### src/rtl/bcd_accum_pkg.sv
// Shared definitions for the BCD accumulator: FSM state encoding,
// BCD digit constants and an operand validity helper.
package bcd_accum_pkg;

   typedef enum logic [1:0] {
      IDLE = 2'd0,
      ADD  = 2'd1,
      DONE = 2'd2,
      ERR  = 2'd3
   } state_t;

   localparam logic [3:0] BCD_MAX_DIGIT = 4'd9;
   localparam logic [3:0] BCD_CORR      = 4'd6;

   // True when both nibbles of a two-digit operand are legal BCD digits.
   function automatic logic is_bcd_pair(input logic [7:0] v);
      return (v[7:4] <= BCD_MAX_DIGIT) && (v[3:0] <= BCD_MAX_DIGIT);
   endfunction

endpackage

### src/rtl/bcd_accum_if.sv
// Operand handshake and result bus of the BCD accumulator.
// master = upstream/driver side, slave = accumulator side.
interface bcd_accum_if #(
   parameter int DIGITS = 4
);

   logic                clear;
   logic                in_valid;
   logic                in_ready;
   logic [7:0]          in_bcd;
   logic [4*DIGITS-1:0] sum;
   logic                out_valid;
   logic                ovf;
   logic                err;

   modport master (
      output clear, in_valid, in_bcd,
      input  in_ready, sum, out_valid, ovf, err
   );

   modport slave (
      input  clear, in_valid, in_bcd,
      output in_ready, sum, out_valid, ovf, err
   );

endinterface

### src/rtl/bcd_accum_digit_add.sv
// Single BCD digit adder with decimal correction: s = (a + b + cin) mod 10,
// cout set when the binary sum exceeds 9.
module bcd_digit_add
   import bcd_accum_pkg::*;
(
   input  logic [3:0] a,
   input  logic [3:0] b,
   input  logic       cin,
   output logic [3:0] s,
   output logic       cout
);

   logic [4:0] raw;
   logic [3:0] corrected;

   // Binary add, then add 6 (mod 16) to fold 10..19 back onto 0..9.
   always_comb begin
      raw       = {1'b0, a} + {1'b0, b} + {4'b0000, cin};
      corrected = raw[3:0] + BCD_CORR;
      s         = raw[3:0];
      cout      = 1'b0;
      if (raw > {1'b0, BCD_MAX_DIGIT}) begin
         s    = corrected;
         cout = 1'b1;
      end
   end

endmodule

### src/rtl/bcd_accum.sv
// Digit-serial BCD running-total accumulator. Each accepted two-digit BCD
// operand is added one digit per clock into a copy of the total, which is
// committed with a one-cycle out_valid strobe.
// Optional build macro BCD_ACCUM_SAT_EN: saturate the total at all 9s on
// overflow instead of wrapping modulo 10^DIGITS.
module bcd_accum
   import bcd_accum_pkg::*;
#(
   parameter int DIGITS = 4
) (
   input  logic        clk,
   input  logic        rst_n,
   bcd_accum_if.slave  bus
);

   localparam int IDX_W = $clog2(DIGITS);
   localparam logic [IDX_W-1:0] LAST_IDX = IDX_W'(DIGITS - 1);

   state_t state;
   state_t state_nxt;

   logic [DIGITS-1:0][3:0] sum_q;
   logic [DIGITS-1:0][3:0] work_q;
   logic [DIGITS-1:0][3:0] commit_val;
   logic [7:0]             operand_q;
   logic [IDX_W-1:0]       idx_q;
   logic                   carry_q;
   logic                   out_valid_q;
   logic                   ovf_q;
   logic                   err_q;

   logic                   in_ready;
   logic                   transfer;
   logic [3:0]             op_digit;
   logic [3:0]             add_s;
   logic                   add_cout;

   assign in_ready      = (state == IDLE) && !bus.clear;
   assign transfer      = bus.in_valid && in_ready;
   assign bus.in_ready  = in_ready;
   assign bus.sum       = sum_q;
   assign bus.out_valid = out_valid_q;
   assign bus.ovf       = ovf_q;
   assign bus.err       = err_q;

   // Operand digit for the current position; only the two low digits exist.
   always_comb begin
      op_digit = 4'd0;
      if (idx_q == '0) begin
         op_digit = operand_q[3:0];
      end else if (idx_q == IDX_W'(1)) begin
         op_digit = operand_q[7:4];
      end
   end

   bcd_digit_add u_digit_add (
      .a    (work_q[idx_q]),
      .b    (op_digit),
      .cin  (carry_q),
      .s    (add_s),
      .cout (add_cout)
   );

   // Value written to the visible total when an addition completes.
   always_comb begin
`ifdef BCD_ACCUM_SAT_EN
      commit_val = work_q;
      if (carry_q || ovf_q) begin
         commit_val = {DIGITS{BCD_MAX_DIGIT}};
      end
`else
      commit_val = work_q;
`endif
   end

   // State register; reset and clear both return the FSM to IDLE.
   always_ff @(posedge clk) begin
      if (!rst_n) begin
         state <= IDLE;
      end else begin
         state <= state_nxt;
      end
   end

   // Next-state logic; clear overrides any in-progress sequence.
   always_comb begin
      state_nxt = state;
      case (state)
         IDLE: if (transfer) state_nxt = is_bcd_pair(bus.in_bcd) ? ADD : ERR;
         ADD:  if (idx_q == LAST_IDX) state_nxt = DONE;
         DONE: state_nxt = IDLE;
         ERR:  state_nxt = IDLE;
         default: state_nxt = IDLE;
      endcase
      if (bus.clear) begin
         state_nxt = IDLE;
      end
   end

   // Datapath: latch operand, walk the digits, commit total and sticky flags.
   always_ff @(posedge clk) begin
      if (!rst_n || bus.clear) begin
         sum_q       <= '0;
         work_q      <= '0;
         operand_q   <= '0;
         idx_q       <= '0;
         carry_q     <= 1'b0;
         out_valid_q <= 1'b0;
         ovf_q       <= 1'b0;
         err_q       <= 1'b0;
      end else begin
         out_valid_q <= 1'b0;
         case (state)
            IDLE: begin
               if (transfer) begin
                  operand_q <= bus.in_bcd;
                  work_q    <= sum_q;
                  idx_q     <= '0;
                  carry_q   <= 1'b0;
               end
            end
            ADD: begin
               work_q[idx_q] <= add_s;
               carry_q       <= add_cout;
               idx_q         <= idx_q + 1'b1;
            end
            DONE: begin
               sum_q       <= commit_val;
               out_valid_q <= 1'b1;
               if (carry_q) begin
                  ovf_q <= 1'b1;
               end
            end
            ERR: begin
               err_q <= 1'b1;
            end
            default: begin
            end
         endcase
      end
   end

endmodule

### src/flat_wrapper.sv
// flat-port wrapper written by rule: the top's interface ports become plain ports
module bcd_accum_flat import bcd_accum_pkg::*;
#(
   parameter int DIGITS = 4
)
  (clk, rst_n, bus_clear, bus_in_valid, bus_in_bcd, bus_in_ready, bus_sum, bus_out_valid, bus_ovf, bus_err);
  bcd_accum_if #(.DIGITS(DIGITS)) bus_i ();
  input  logic clk;
  input  logic rst_n;
  input wire logic [$bits(bus_i.clear)-1:0] bus_clear;
  input wire logic [$bits(bus_i.in_valid)-1:0] bus_in_valid;
  input wire logic [$bits(bus_i.in_bcd)-1:0] bus_in_bcd;
  output wire logic [$bits(bus_i.in_ready)-1:0] bus_in_ready;
  output wire logic [$bits(bus_i.sum)-1:0] bus_sum;
  output wire logic [$bits(bus_i.out_valid)-1:0] bus_out_valid;
  output wire logic [$bits(bus_i.ovf)-1:0] bus_ovf;
  output wire logic [$bits(bus_i.err)-1:0] bus_err;
  assign bus_i.clear = bus_clear;
  assign bus_i.in_valid = bus_in_valid;
  assign bus_i.in_bcd = bus_in_bcd;
  assign bus_in_ready = bus_i.in_ready;
  assign bus_sum = bus_i.sum;
  assign bus_out_valid = bus_i.out_valid;
  assign bus_ovf = bus_i.ovf;
  assign bus_err = bus_i.err;
  bcd_accum #(.DIGITS(DIGITS)) u_core (.clk(clk), .rst_n(rst_n), .bus(bus_i));
endmodule
### config.mk
export PLATFORM = sky130hd
export DESIGN_NAME = bcd_accum_flat
export DESIGN_NICKNAME = d
export VERILOG_FILES = /design/src/rtl/bcd_accum_pkg.sv /design/src/rtl/bcd_accum_if.sv /design/src/rtl/bcd_accum_digit_add.sv /design/src/rtl/bcd_accum.sv /design/src/flat_wrapper.sv
export SDC_FILE = /design/constraint.sdc
export NUM_CORES = 1
export LEC_CHECK = 0
export BUFFER_PORTS_ARGS = -buffer_cell sky130_fd_sc_hd__buf_2
export CAP_MARGIN = 20
export CORE_UTILIZATION = 50
export CTS_CLUSTER_SIZE = 10
export DETAILED_ROUTE_END_ITERATION = 7
export HOLD_SLACK_MARGIN = 0.03
export PLACE_DENSITY = 0.73
export SLEW_MARGIN = 10
export SYNTH_ARGS = -nofsm -noshare
export SYNTH_HDL_FRONTEND = slang
export SYNTH_SLANG_ARGS = --single-unit
export TNS_END_PERCENT = 30
### constraint.sdc
create_clock -name clk -period 3.3 [get_ports clk]
set_input_delay 0 -clock clk [delete_from_list [all_inputs] [get_ports clk]]
set_output_delay 0 -clock clk [all_outputs]
set_load 0.05 [all_outputs]
==> reports/metrics.csv, run 1 <==
metric,value,unit
n_diodes,0,
crit path max fanout,4,
"most common cell after layout, fill and taps aside",nand2_1,
Root Buffer,clkbuf_8,
post-synth net total,312,
WHS,0.137,ns
sequential area share after synthesis,0.401,
Sum Neg Setup Slack,0,ns
achievable frequency,321,MHz
Mapped Area,2400,µm²
cell taking the most area after synthesis,dfxtp_1,
Rel. slew slack,0.324,
Post-Route Utilization,0.622,
run status,"complete, but fails checks",
CTS buffer count,5,
CP peak stage delay,0.52,ns
clk sinks,48,
Reg2Reg Setup Slack,0.18,ns
met1 wire length,2.47,mm
CP Cell Sequence,mux4_2 > inv_1 > fa_1 > inv_1 > fa_1 > xnor2_2 > ha_1 > a22oi_2 > a31oi_4 > xnor2_1 > o21ai_1,
htree depth,2,
final hold vios,0,
Core ar.,4470,µm²
setup violators final,0,
clock latency on the worst-skew pair,0.30,ns
initial antenna violation count,0,
dpl ws,0.126,ns
worst clock skew,0.0108,ns
Multi-input gate area,1330,µm²
"Reg clk slew, reported paths",0.09,ns
gr usage total,0.234,
Lkg Pwr,1.06,nW
min setup slack post-route,0.182,ns
design area,2790,µm²
setup bufs post-CTS,0,
1st-iter DRT viols,136,
vias in the first global route,1956,
CP max stage cell,mux4_2,
Initial Util,0.536,
Post-DRT Antenna Nets,0,
Critical Path AT,3.30,ns
PwrDens,378,nW/µm²
most frequent cells in the layout,"nand2_1 (72), dfxtp_1 (48), buf_2 (31)",
Post-synth EDFFs,0,
layout cells sized above 1,0.195,
number of port buffers,31,
storage element area,961,µm²
Area Growth Syn to Fin,16.1,%
placed instance area,2610,µm²
critical path class,reg -> reg,
Avg Synthesized Cell Area,8.27,µm²
Filler Cell Count,416,
yosys warns,0,
fin crit period,3.12,ns
num ports,32,
Worst EP required,3.49,ns
drt total wl,5.43,mm
pins over their slew limit,0,
failing checks,design-rule violations,
peak supply drop,247,µV
vias per cell,5.64,
routability cong.,0.895,
critical path capture point type,register,
#FFs+latches synth,48,
DR top layer,met4,
Die H,71.3,µm
Nets,349,
Main synth FF type,dfxtp_1,
Die Wd,71.3,µm
RSZ-0062 raised after global routing,no,
met2 WL,2.56,mm
DRC Markers,1,
Slew @ Worst Pin,1.01,ns
Setup crit start kind,register,
"Async S/R FF share, synth",0,
clk buf depth,2,
largest net degree at the start of global routing,36,
DR WL met3,269,µm
Max-cap violations,0,
FP Rows,24,
share of the synthesized area in the top cell type,0.401,
grt total ovfl,0,
WL/cell,14.3,µm
crit share post-route,0.945,
Synth area leaders,"dfxtp_1 (40%), nand2_1 (11%), a21oi_1 (6.3%)",
DRT Pass-1 Iters,7,
TritonCTS clock tree,done,
die area,5080,µm²
first-pass GRT wire length,9.37,mm
Hold Crit Class,in -> reg,
Synth Instances,290,
count of different cell masters after synthesis,39,
vias after detailed routing,2143,
Detailed Place HPWL,3.99,mm
## per-layer routing
layer	up-vias	global-route usage
li1	1071	-
met1	994	0.313
met2	65	0.377
met3	13	0.0394
met4	0	0.100
met5	-	0
## cell families (layout without fill, tap and decap cells)
| kind of cell | count (synthesis) | in the layout | share of synthesized area |
|---|---|---|---|
| AO/OA/AOI/OAI | 90 | 90 | 0.241 |
| AND/OR/NAND/NOR | 107 | 107 | 0.200 |
| multiplexers | 5 | 5 | 0.0438 |
| buffers and inverters | 28 | 66 | 0.0490 |
| flip-flops | 48 | 48 | 0.401 |
| adder cells (fa/ha/maj) | 10 | 10 | 0.0584 |
| XOR/XNOR | 2 | 2 | 0.00730 |
## layout make-up
| class | instances | area share |
|---|---|---|
| Multi-Input combinational cell | 214 | 0.479 |
| Sequential cell | 48 | 0.345 |
| Timing Repair Buffer | 48 | 0.109 |
| Clock buffer | 7 | 0.0274 |
| Tap cell | 52 | 0.0234 |
| Inverter | 10 | 0.0135 |
| Clock inverter | 1 | 0.00314 |
## power breakdown
group          internal (W)  switching [W]  total (W)
clock              0.000152       0.000194   0.000346
sequential         0.000587     0.00000958   0.000597
combinational     0.0000455      0.0000644   0.000110
total              0.000784       0.000268    0.00105
## synthesized netlist by cell type (5+ instances only)
| master | n |
|---|---|
| a21o_1 | 15 |
| a21oi_1 | 30 |
| clkbuf_1 | 12 |
| dfxtp_1 | 48 |
| ha_1 | 8 |
| inv_1 | 9 |
| nand2_1 | 72 |
| nor2_1 | 14 |
| o21ai_0 | 26 |
| o21ai_1 | 5 |
## state kept, by name, summed over array words and instances, names as in the netlist
name and cells:
u_core.bus.ovf 1, u_core.carry_q 1, u_core.bus.out_valid 1, u_core.operand_q 8, u_core.idx_q 2, u_core.bus.sum 16
u_core.commit_val 16, u_core.state 2, u_core.bus.err 1
## worst paths after layout
kind / cells after the start / startpoint / endpoint
min reg2reg: 2 / u_core.operand_q[3] / u_core.operand_q[3]
max reg2reg: 11 / u_core.idx_q[0] / u_core.commit_val[9]
min: 4 / bus_clear / u_core.state[0]
max: 11 / u_core.idx_q[0] / u_core.commit_val[9]
## through the flow
stage,instances,total power (W)
final,380,0.00105
after global routing,380,0.00109
after global placement,364,0.000710
after CTS,380,0.00106
after detailed placement,364,0.000712
after floorplan,290,0.000682
## repair_timing
action,in CTS,in global routing
hold buffers,8,0
endpoints found under the hold margin,8,0
resized for setup,0,1
endpoints found under the setup margin,0,6
## critical path: cells and delay by family (launching register included)
kind | cells | cell delay, ns
adders and majority gates | 3 | 0.86
xor gates and xnor gates | 2 | 0.58
muxes | 1 | 0.52
AOI/OAI and AO/OA | 3 | 0.50
DFF | 1 | 0.40
buffers and inverters | 2 | 0.16
(Power assumes the default switching activity.)
==> inputs of run 2 (changes only) <==
Settings changed: CTS_BUF_LIST set to sky130_fd_sc_hd__clkbuf_8 sky130_fd_sc_hd__clkbuf_16.
==> reports/metrics.csv, run 2 (synthesis gave the netlist of run 1 again) <==
metric,value,unit,change
run status,"complete, but fails checks",,unchanged
failing checks,design-rule violations,,unchanged
Core ar.,4470,µm²,unchanged
htree depth,2,,unchanged
Lkg Pwr,1.07,nW,was 1.06 nW
placed insts,364,,unchanged
Worst EP required,3.49,ns,about the same
setup violators final,0,,unchanged
clk buf depth,2,,unchanged
PwrDens,376,nW/µm²,was 378 nW/µm²
reg-to-reg startpoint,u_core.idx_q[0],,unchanged
Die Wd,71.3,µm,unchanged
Detailed Place HPWL,3.99,mm,unchanged
final hold vios,0,,unchanged
clk sinks,48,,unchanged
most frequent cells in the layout,"nand2_1 (72), dfxtp_1 (48), buf_2 (31)",,unchanged
worst clock skew,0.0119,ns,was 0.0108 ns
Root Buffer,clkbuf_8,,unchanged
Sum Neg Setup Slack,0,ns,unchanged
first-pass GRT wire length,9.37,mm,unchanged
FP Rows,24,,unchanged
crit path max fanout,4,,unchanged
P_sw,0.000270,W,was 0.000268 W
drt total wl,5.46,mm,was 5.43 mm
Critical Path AT,3.31,ns,was 3.30 ns
die area,5080,µm²,unchanged
Die H,71.3,µm,unchanged
clock latency on the worst-skew pair,0.30,ns,about the same
crit share post-route,0.947,,was 0.945
CTS buffer count,5,,unchanged
non-filler instance count after layout,380,,unchanged
Rel. slew slack,0.309,,was 0.324
Pwr Total,0.00105,W,about the same
initial antenna violation count,0,,unchanged
vias per cell,5.62,,was 5.64
largest net degree at the start of global routing,36,,unchanged
n_diodes,0,,unchanged
Setup crit start kind,register,,unchanged
critical path capture point type,register,,unchanged
Reg power frac,0.569,,was 0.567
grt total ovfl,0,,unchanged
pins over their slew limit,0,,unchanged
Nets,349,,unchanged
gr usage total,0.234,,unchanged
Comb power frac,0.105,,was 0.104
routability cong.,0.895,,unchanged
layout cells sized above 1,0.195,,unchanged
Max-cap violations,0,,unchanged
Int Power,0.000778,W,was 0.000784 W
"most common cell after layout, fill and taps aside",nand2_1,,unchanged
WL/cell,14.4,µm,was 14.3 µm
number of port buffers,31,,unchanged
switching share of power,0.258,,was 0.255
DRC Markers,1,,unchanged
vias after detailed routing,2137,,was 2143
critical path class,reg -> reg,,unchanged
Initial Util,0.536,,unchanged
DRT Pass-1 Iters,6,,was 7
achievable frequency,320,MHz,was 321 MHz
clock network power share,0.326,,was 0.329
peak supply drop,248,µV,was 247 µV
1st-iter DRT viols,138,,was 136
RSZ-0062 raised after global routing,no,,unchanged
Area Growth Syn to Fin,16.1,%,unchanged
HP Start,bus_clear,,unchanged
Hold Crit Class,in -> reg,,unchanged
Post-DRT Antenna Nets,0,,unchanged
num ports,32,,unchanged
TritonCTS clock tree,done,,unchanged
fin crit period,3.12,ns,about the same
vias in the first global route,1956,,unchanged
Slew @ Worst Pin,1.03,ns,was 1.01 ns
"Reg clk slew, reported paths",0.09,ns,about the same
Worst Setup SP,u_core.idx_q[0],,unchanged
-- run 2: changes by cell type in the layout (fill, tap and decap cells not counted), sizes merged --
cell    delta
clkbuf     -2
inv        +2
-- run 2: final timing paths --
kind / to / slack (ns) / depth (start not counted)
max: u_core.commit_val[9] / 0.18 / 11
min: u_core.state[0] / 0.14 / 4
max reg2reg: u_core.commit_val[9] / 0.18 / 11
min reg2reg: u_core.operand_q[1] / 0.46 / 2
-- run 2: cell type report --
cell class                      count  area, µm²
Fill cell                         416       1690
Multi-Input combinational cell    214       1330
Sequential cell                    48        961
Timing Repair Buffer               48        303
Clock buffer                        5       68.8
Tap cell                           52       65.1
Inverter                           10       37.5
Clock inverter                      3       16.3
-- run 2: power groups by stage --
stage / Combinational [W] / Clock, W / Sequential (W)
finish: 0.000110 / 0.000341 / 0.000597
global route: 0.000121 / 0.000367 / 0.000598
CTS: 0.000110 / 0.000347 / 0.000596
detailed placement: 0.000102 / 0 / 0.000610
global placement: 0.0000996 / 0 / 0.000610
floorplan: 0.0000766 / 0 / 0.000606
-- run 2: through the flow --
stage	utilization	hold WS (ns)	cell area [µm²]	setup WS (ns)
2_1_floorplan	-	0.136	2400	0.0953
3_3_place_gp	0.584	0.243	2610	0.279
3_5_place_dp	0.584	0.247	2610	0.126
4_1_cts	0.621	0.132	2780	0.0609
5_1_grt	0.622	0.168	2790	0.00231
6_report	0.622	0.137	2790	0.176
-- run 2: timing repair --
action	4_1_cts	5_1_grt
buffers inserted	0	0
gates resized for setup	0	1
hold buffers	8	0
hold endpoints to repair	8	0
setup endpoints to repair	0	6
-- run 2: critical path, stage by stage, from the launching register on --
cell,delay (ns)
dfxtp_1,0.40
mux4_2,0.52
inv_1,0.10
fa_1,0.19
inv_1,0.06
fa_1,0.42
xnor2_2,0.19
ha_1,0.25
a22oi_2,0.24
a31oi_4,0.14
xnor2_1,0.39
o21ai_1,0.12
-- run 2: per-layer routing --
layer | track usage | vias to the layer above | share of wire
met2 | 0.377 | 60 | 0.47
li1 | - | 1072 | -
met5 | 0 | - | 0
met1 | 0.313 | 992 | 0.46
met4 | 0.100 | 0 | 0.024
met3 | 0.0394 | 13 | 0.046
==> inputs of run 3 (changes only) <==
Settings changed: CORE_UTILIZATION 50 to 45, MAX_ROUTING_LAYER set to met4, PLACE_DENSITY 0.73 to 0.67, SETUP_SLACK_MARGIN set to 0.3.
==> reports/metrics.csv, run 3 (synthesis gave the netlist of run 1 again) <==
metric,value,unit,change
run status,"finished, final reports clean",,"was complete, but fails checks"
vias per cell,5.29,,was 5.62
crit share post-route,0.887,,was 0.947
Post-DRT Antenna Nets,0,,unchanged
vias in the first global route,1846,,was 1956
htree depth,2,,unchanged
final hold vios,0,,unchanged
CP peak stage delay,0.54,ns,was 0.52 ns
grt total ovfl,0,,unchanged
FP Rows,26,,was 24
1st-iter DRT viols,90,,was 138
Initial Util,0.470,,was 0.536
Detailed Place HPWL,4.08,mm,was 3.99 mm
CP max stage cell,fa_2,,was mux4_2
CP Cell Sequence,mux4_2 > inv_2 > fa_2 > inv_1 > fa_2 > inv_2 > ha_4 > a22oi_2 > o21bai_1 > a31oi_2 > o21ai_0,,was mux4_2 > inv_1 > fa_1 > inv_1 > fa_1 > xnor2_2 > ha_1 > a22oi_2 > a31oi_4 > xnor2_1 > o21ai_1
worst clock skew,0.00530,ns,was 0.0119 ns
"Reg clk slew, reported paths",0.09,ns,about the same
most frequent cells in the layout,"nand2_1 (72), dfxtp_1 (46), buf_2 (31)",,"was nand2_1 (72), dfxtp_1 (48), buf_2 (31)"
peak supply drop,216,µV,was 248 µV
Setup crit start kind,register,,unchanged
switching share of power,0.227,,was 0.258
setup violators final,0,,unchanged
Reg power frac,0.492,,was 0.569
Critical Path AT,3.11,ns,was 3.31 ns
Worst EP required,3.48,ns,was 3.49 ns
pins over their slew limit,0,,unchanged
PwrDens,414,nW/µm²,was 376 nW/µm²
reg-to-reg startpoint,u_core.idx_q[0],,unchanged
Die Wd,75.0,µm,was 71.3 µm
clk buf depth,2,,unchanged
layout cells sized above 1,0.246,,was 0.195
routability cong.,0.831,,was 0.895
TritonCTS clock tree,done,,unchanged
Int Power,0.000936,W,was 0.000778 W
Die H,75.0,µm,was 71.3 µm
Sum Neg Setup Slack,0,ns,unchanged
Area Growth Syn to Fin,22.1,%,was 16.1%
first-pass GRT wire length,9.02,mm,was 9.37 mm
Core ar.,5110,µm²,was 4470 µm²
achievable frequency,342,MHz,was 320 MHz
Hold Path Stages,4,,unchanged
die area,5630,µm²,was 5080 µm²
number of port buffers,31,,unchanged
Hold Crit Class,in -> reg,,unchanged
critical path class,reg -> reg,,unchanged
Lkg Pwr,1.10,nW,was 1.07 nW
gr usage total,0.225,,was 0.234
CTS buffer count,5,,unchanged
Reg2Reg Setup Slack,0.37,ns,was 0.18 ns
critical path capture point type,register,,unchanged
clock latency on the worst-skew pair,0.30,ns,about the same
Comb power frac,0.100,,was 0.105
largest net degree at the start of global routing,20,,was 36
Root Buffer,clkbuf_8,,unchanged
DRC Markers,0,,was 1
DRT Pass-1 Iters,4,,was 6
RSZ-0062 raised after global routing,yes,,was no
Max-cap violations,0,,unchanged
drt total wl,5.77,mm,was 5.46 mm
vias after detailed routing,2111,,was 2137
initial antenna violation count,0,,unchanged
clk sinks,48,,unchanged
P_sw,0.000275,W,was 0.000270 W
HP Start,bus_clear,,unchanged
WL/cell,14.5,µm,was 14.4 µm
clock network power share,0.408,,was 0.326
Crit path buffers/inverters,3,,was 2
"most common cell after layout, fill and taps aside",nand2_1,,unchanged
Worst Hold End,u_core.state[0],,unchanged
Reg2Reg Depth,11,,unchanged
num ports,32,,unchanged
Top delay family on crit path,adder cells,,unchanged
Nets,351,,was 349
Rel. slew slack,0.375,,was 0.309
Post-Route Utilization,0.573,,was 0.622
n_diodes,0,,unchanged
crit path max fanout,4,,unchanged
fin crit period,2.93,ns,was 3.12 ns
worst r2r dst,u_core.commit_val[7],,was u_core.commit_val[9]
Slew @ Worst Pin,0.935,ns,was 1.03 ns
==> run 3: cell types whose count changed in the layout (fill, tap and decap cells not counted), moves of 3 or more <==
cell	before	now
o21ai_0	26	21
inv_1	11	7
o21ai_1	5	9
ha_1	8	5
==> run 3: layer usage <==
metal	wire, µm	vias to the layer above	global-route usage
met5	0	-	-
met4	115	0	0.0797
met3	195	9	0.0361
met2	2780	49	0.363
met1	2670	973	0.285
li1	-	1080	-
==> run 3: tightest hold or removal path, stage by stage <==
cell and delay (ns):
buf_2 0.15, nor4b_2 0.09, nor2_1 0.11, nor2_1 0.05
==> run 3: worst max-delay path by stage <==
stage | startpoint | end | depth (start not counted)
floorplan | u_core.idx_q[0] | u_core.commit_val[10] | 14
global placement | u_core.idx_q[0] | u_core.commit_val[14] | 12
detailed placement | u_core.idx_q[0] | u_core.commit_val[9] | 12
CTS | u_core.idx_q[0] | u_core.commit_val[7] | 11
global route | u_core.idx_q[0] | u_core.commit_val[15] | 11
finish | u_core.idx_q[0] | u_core.commit_val[7] | 11
==> run 3: repair_timing <==
| action | 4_1_cts | 5_1_grt |
|---|---|---|
| buffers inserted | 2 | 3 |
| gates resized for setup | 5 | 11 |
| endpoints found under the setup margin | 13 | 10 |
| pin swaps | 2 | 7 |
| hold endpoints to repair | 8 | 0 |
| hold buffers | 8 | 0 |
==> run 3: final cells by class <==
cell class,count,area [µm²]
Fill cell,464,2180
Multi-Input combinational cell,214,1390
Sequential cell,48,966
Timing Repair Buffer,50,318
Tap cell,70,87.6
Clock buffer,5,68.8
Clock inverter,2,60.1
Inverter,10,37.5
==> run 3: metrics by stage <==
stage	worst slack [ns]	power (W)	hold slack (ns)	instances	area, µm²
2_1_floorplan	0.304	0.000686	0.136	290	2450
3_3_place_gp	0.223	0.000714	0.244	379	2640
3_5_place_dp	0.116	0.000715	0.247	379	2640
4_1_cts	0.294	0.00122	0.124	396	2890
5_1_grt	0.270	0.00126	0.137	399	2930
6_report	0.372	0.00121	0.144	399	2930
==> run 3: power by group through the flow <==
stage          Clock (W)  Combinational [W]  Sequential (W)
3_3_place_gp           0           0.000103        0.000611
6_report        0.000494           0.000121        0.000596
5_1_grt         0.000529           0.000131        0.000597
2_1_floorplan          0          0.0000805        0.000606
4_1_cts         0.000506           0.000116        0.000596
3_5_place_dp           0           0.000104        0.000611
